<file path="src/rtl/gray_pkg.sv">
// gray_pkg: shared helpers for gray-coded pointer crossings.
// Conversions work on 32-bit words; callers size-cast.
package gray_pkg;

  localparam bit MODE_WR = 1'b1;
  localparam bit MODE_RD = 1'b0;

  function automatic logic [31:0] bin2gray(
    input logic [31:0] x
  );
    return x ^ (x >> 1);
  endfunction

  function automatic logic [31:0] gray2bin(
    input logic [31:0] g
  );
    logic [31:0] b;
    b[31] = g[31];
    for (int i = 30; i >= 0; i--)
      b[i] = b[i+1] ^ g[i];
    return b;
  endfunction

endpackage

</file>
<file path="src/rtl/gray_sync_chain.sv">
// gray_sync_chain: multi-flop synchroniser for a gray word.
// Only safe for values that change one bit at a time.
module gray_sync_chain #(
  parameter int WIDTH  = 4,
  parameter int STAGES = 2
) (
  input  logic             clk,
  input  logic             rst,
  input  logic [WIDTH-1:0] d_i,
  output logic [WIDTH-1:0] q_o
);

  logic [STAGES-1:0][WIDTH-1:0] sync_q;

  // shift the asynchronous word through STAGES flops
  always_ff @(posedge clk) begin
    if (rst) sync_q <= '0;
    else     sync_q <= {sync_q[STAGES-2:0], d_i};
  end

  assign q_o = sync_q[STAGES-1];

endmodule

</file>
<file path="src/rtl/gray_ptr_sync.sv">
// gray_ptr_sync: one side of a dual-clock FIFO pointer pair.
// Local bin/gray pointer, synchronised remote view, level/flag.
module gray_ptr_sync
  import gray_pkg::*;
#(
  parameter int PTR         = 3,
  parameter int SYNC_STAGES = 2,
  parameter bit MODE        = MODE_WR
) (
  input  logic         clk,
  input  logic         rst,
  input  logic         inc,
  input  logic         clr,
  input  logic [PTR:0] rmt_gray_in,
  output logic [PTR:0] ptr_bin,
  output logic [PTR:0] ptr_gray,
  output logic [PTR:0] rmt_bin,
  output logic [PTR:0] level,
  output logic         flag,
  output logic         err
);

  localparam int PW = PTR + 1;
  localparam logic [PTR:0] FULL_LVL =
    {1'b1, {PTR{1'b0}}};

  logic [PTR:0] ptr_bin_q, ptr_bin_d;
  logic [PTR:0] ptr_gray_q, ptr_gray_d;
  logic [PTR:0] rmt_bin_q, rmt_bin_d;
  logic [PTR:0] rmt_gray_s;
  logic         err_q, err_d;
  logic [PTR:0] level_w;
  logic         flag_w;

  gray_sync_chain #(
    .WIDTH  (PW),
    .STAGES (SYNC_STAGES)
  ) u_sync (
    .clk (clk),
    .rst (rst),
    .d_i (rmt_gray_in),
    .q_o (rmt_gray_s)
  );

  // occupancy seen from this side; remote view lags, so pessimistic
  always_comb begin
    if (MODE == MODE_WR) begin
      level_w = ptr_bin_q - rmt_bin_q;
      flag_w  = (level_w == FULL_LVL);
    end else begin
      level_w = rmt_bin_q - ptr_bin_q;
      flag_w  = (level_w == '0);
    end
  end

  // clr beats inc; an inc against the flag only sets err
  always_comb begin
    ptr_bin_d = ptr_bin_q;
    err_d     = err_q;
    if (clr) begin
      ptr_bin_d = '0;
      err_d     = 1'b0;
    end else if (inc) begin
      if (flag_w) err_d     = 1'b1;
      else        ptr_bin_d = ptr_bin_q + 1'b1;
    end
    ptr_gray_d = PW'(bin2gray(32'(ptr_bin_d)));
    rmt_bin_d  = PW'(gray2bin(32'(rmt_gray_s)));
  end

  // gray and binary pointers move on the same edge
  always_ff @(posedge clk) begin
    if (rst) begin
      ptr_bin_q  <= '0;
      ptr_gray_q <= '0;
      rmt_bin_q  <= '0;
      err_q      <= 1'b0;
    end else begin
      ptr_bin_q  <= ptr_bin_d;
      ptr_gray_q <= ptr_gray_d;
      rmt_bin_q  <= rmt_bin_d;
      err_q      <= err_d;
    end
  end

  // a level beyond the depth means the peer broke the protocol
  a_level_range : assert property (
    @(posedge clk) disable iff (rst)
    level_w <= FULL_LVL
  );

  assign ptr_bin  = ptr_bin_q;
  assign ptr_gray = ptr_gray_q;
  assign rmt_bin  = rmt_bin_q;
  assign level    = level_w;
  assign flag     = flag_w;
  assign err      = err_q;

endmodule
</file>
<file path="config.mk">
export PLATFORM = sky130hd
export DESIGN_NAME = gray_ptr_sync
export DESIGN_NICKNAME = d
export VERILOG_FILES = /design/src/rtl/gray_pkg.sv /design/src/rtl/gray_sync_chain.sv /design/src/rtl/gray_ptr_sync.sv
export SDC_FILE = /design/constraint.sdc
export NUM_CORES = 1
export LEC_CHECK = 0
export ABC_CLOCK_PERIOD_IN_PS = 6700
export CORE_MARGIN = 5
export CORE_UTILIZATION = 37
export CTS_BUF_LIST = sky130_fd_sc_hd__clkbuf_16
export DETAILED_ROUTE_END_ITERATION = 10
export HOLD_SLACK_MARGIN = 0.02
export PLACE_DENSITY = 0.73
export SLEW_MARGIN = 20
export SYNTH_ARGS = -nofsm -noshare
export SYNTH_HDL_FRONTEND = slang
export SYNTH_SLANG_ARGS = --single-unit
</file>
<file path="constraint.sdc">
create_clock -name clk -period 6.7 [get_ports clk]
set_clock_uncertainty 0.2 [all_clocks]
set_input_delay 1.005 -clock clk [delete_from_list [all_inputs] [get_ports clk]]
set_output_delay 1.005 -clock clk [all_outputs]
set_load 0.02 [all_outputs]
</file>
==> flow_summary.json, run 1 <==
{
  "p_leak_nw": 0.4841,
  "drcViolationCount": 0,
  "nNetsFinal": 132,
  "power_density_mw_per_mm2": 254.7,
  "cts_tree": "yes",
  "viasPerCell": 4.862,
  "slew_violations": 0,
  "fin_crit_sh_pct": 60.40,
  "antenna_cells": 0,
  "ys.flop_type": "dfxtp_1",
  "vias": 705,
  "ios": 26,
  "cp.required_ns": 5.49,
  "ir_worst_vdd_uv": 170.1,
  "synth.most_common_cell": "dfxtp_1",
  "p_int_uw": 234.0,
  "hpwl_um": 1276,
  "synth-seq-area-share_pct": 46.11,
  "synthArstFlopShare_pct": 0,
  "grt_overflow_total": 0,
  "criticalPathCategory": "register to primary output",
  "synth.top_cell.area_share_pct": 46.11,
  "fmax_mhz": 247.1,
  "synth.area.top_cells": "dfxtp_1 46%, nor2b_1 6.5%, ha_1 5.8%",
  "grt_max_degree": 15,
  "power.switching_uw": 75.14,
  "cts_made_buffers": 3,
  "fp.dieH_um": 58.45,
  "grt_usage_pct": 10.74,
  "clockBufferDepth": 2,
  "finalSetupTns_ns": 0,
  "min_period_ns": 4.047,
  "hold_ws_ns": 0.2367,
  "rsz0062_at_grt": "false",
  "netlist_instances": 92,
  "syn_area_per_cell_um2": 9.438,
  "cp-end-kind": "primary output",
  "cp.arrival_ns": 2.84,
  "pwr-share-seq_pct": 41.2,
  "cp_max_fo": 7,
  "rows": 17,
  "core_mm2": 0.002233,
  "clk_pin_slew_ns": 0.05,
  "insertion_delay_ns": 0.25,
  "start_util_pct": 38.88,
  "clock-root-buffer": "clkbuf_16",
  "drv_cap": 0,
  "cts_hold_buf": 0,
  "ant_nets": 0,
  "fp.dieW_um": 58.45,
  "first_iter_violations": 7,
  "worstMarginPinSlew_ns": 0.4508,
  "gp_congestion": 0.7761,
  "timing.hold.worst.class": "register to register",
  "io_buffers": 25,
  "htreeDepth": 1,
  "sw_frac_of_total_pct": 24.31,
  "yosysWarnings": 0,
  "critPathLaunchType": "register",
  "setup_viol": 0,
  "grt_pass1_vias": 661,
  "synth.distinct_cells": 28,
  "nFillCells": 203,
  "cts_resized": 0,
  "synth-edff-count": 0,
  "yosysTopAreaCell": "dfxtp_1",
  "syn_area_um2": 868.3,
  "syn_to_final_growth_pct": 39.77,
  "grt_pass1_wl_um": 2808,
  "clkPwrFrac_pct": 38.2,
  "power.share.combinational_pct": 20.6,
  "hold_viol_final": 0,
  "numClockSinks": 20,
  "rr_worst_depth": 9,
  "routedWlPerCell_um": 11.46,
  "yosys-top-cells-count": "20 x dfxtp_1, 12 x nor2_1, 9 x nor2b_1",
  "drive_above_1_share_pct": 8.547,
  "first_pass_iters": 3,
  "post-cts-setup-buffers": 0,
  "ys_ff_latch": 20,
  "outcome": "complete, no violations",
  "dieArea_mm2": 0.003416,
  "maxSlewHeadroom_pct": 69.85,
  "hold_depth": 1,
  "syn-num-nets": 105,
  "wirelength_um": 1662,
  "antenna_found_initial": 0
}
[registers in the layout, summed over array words and instances (netlist names)]
name / flops
err: 1
ptr_bin: 4
ptr_gray: 3
rmt_bin: 4
u_sync.q_o: 4
u_sync.sync_q: 4
[kinds of logic after synthesis]
group                      after synthesis  synth area share, %
and+or+nand+nor                         37                23.78
DFF                                     20                46.11
AOI/OAI and AO/OA                       12                8.359
buffers and inverters                    9                4.323
xor gates and xnor gates                 8                8.068
adders and majority gates                5                8.069
muxes                                    1                1.297
[path summary, 6_finish.rpt]
kind                   end        startpoint  slack (ns)
min          u_sync.q_o[0]  u_sync.sync_q[0]        0.24
max                   flag        ptr_bin[0]        2.65
min reg2reg  u_sync.q_o[0]  u_sync.sync_q[0]        0.24
max reg2reg    ptr_gray[2]        ptr_bin[0]        3.77
[power by group through the flow]
stage / clock (mW) / sequential (mW) / combinational [mW]
after global placement: 0 / 0.129 / 0.0626
after floorplan: 0 / 0.133 / 0.0348
after global routing: 0.126 / 0.128 / 0.0692
final: 0.118 / 0.127 / 0.0637
after CTS: 0.119 / 0.127 / 0.0644
after detailed placement: 0 / 0.130 / 0.0637
[metal layers]
metal	global-route usage [%]	vias to the layer above	share of wire [%]
met1	11.20	331	36
met4	3.974	0	1.4
met5	0	-	0
met2	19.94	19	55
li1	-	351	-
met3	3.289	4	7.2
[critical path, stage by stage (launching register included)]
cell and delay, ns:
dfxtp_1 0.46, inv_1 0.07, ha_1 0.20, inv_1 0.06, fa_1 0.43, or3_4 0.40, a21oi_2 0.29, clkdlybuf4s50_1 0.67
[cell usage in the layout, fill, tap and decap left out]
| master | instances |
|---|---|
| clkdlybuf4s50_1 | 25 |
| dfxtp_1 | 20 |
| nor2_1 | 12 |
| nor2b_1 | 9 |
| inv_1 | 6 |
| xor2_1 | 4 |
| o21ai_0 | 4 |
| xnor2_1 | 4 |
| a21oi_1 | 4 |
| nor3_1 | 4 |
| ha_1 | 4 |
| nand2_1 | 3 |
| clkbuf_16 | 3 |
| and3b_2 | 1 |
| a21o_2 | 1 |
| or3_1 | 1 |
| or3_4 | 1 |
| a21oi_2 | 1 |
| nand4_1 | 1 |
| and2_1 | 1 |
| or4b_4 | 1 |
| or2_2 | 1 |
| o21a_1 | 1 |
| and3_1 | 1 |
| mux2_2 | 1 |
| o31ai_1 | 1 |
| nor3b_1 | 1 |
| fa_1 | 1 |
[layout make-up]
cell class                 count  area (µm²)  area share, %
timing repair buffer          25       250.2          20.62
inverter                       6       22.52          1.856
sequential                    20       400.4          32.99
tap                           28       35.03          2.887
clock buffer                   3       75.07          6.186
multi-input combinational     63       430.4          35.46
[through the flow]
step | power, mW | setup WS [ns] | util, % | instances | cell area [µm²]
2_1_floorplan | 0.1678 | 3.373 | - | 92 | 868.3
5_1_grt | 0.3233 | 2.528 | 54.34 | 145 | 1214
4_1_cts | 0.3107 | 2.661 | 54.34 | 145 | 1214
3_3_place_gp | 0.1920 | 3.020 | 50.98 | 142 | 1139
3_5_place_dp | 0.1934 | 2.966 | 50.98 | 142 | 1139
6_report | 0.3091 | 2.653 | 54.34 | 145 | 1214
Power figures use the tool's default switching activity.
==> inputs of run 2 (changes only) <==
- ABC_CLOCK_PERIOD_IN_PS: 6700 -> 3750
- clock period: 6.7 -> 3.75 ns (I/O delays scaled with it)
==> results of run 2 <==
The final DEF is identical to that of run 1. Status: complete, no violations.
Main changes from that run: setup slack after placement 2.966 ns -> 0.4588 ns; setup slack after layout 2.653 ns -> 0.1458 ns; register-to-register setup slack 3.77 ns -> 0.82 ns; total power 0.3091 mW -> 0.5523 mW; worst IR drop on VDD 170.1 µV -> 303.9 µV
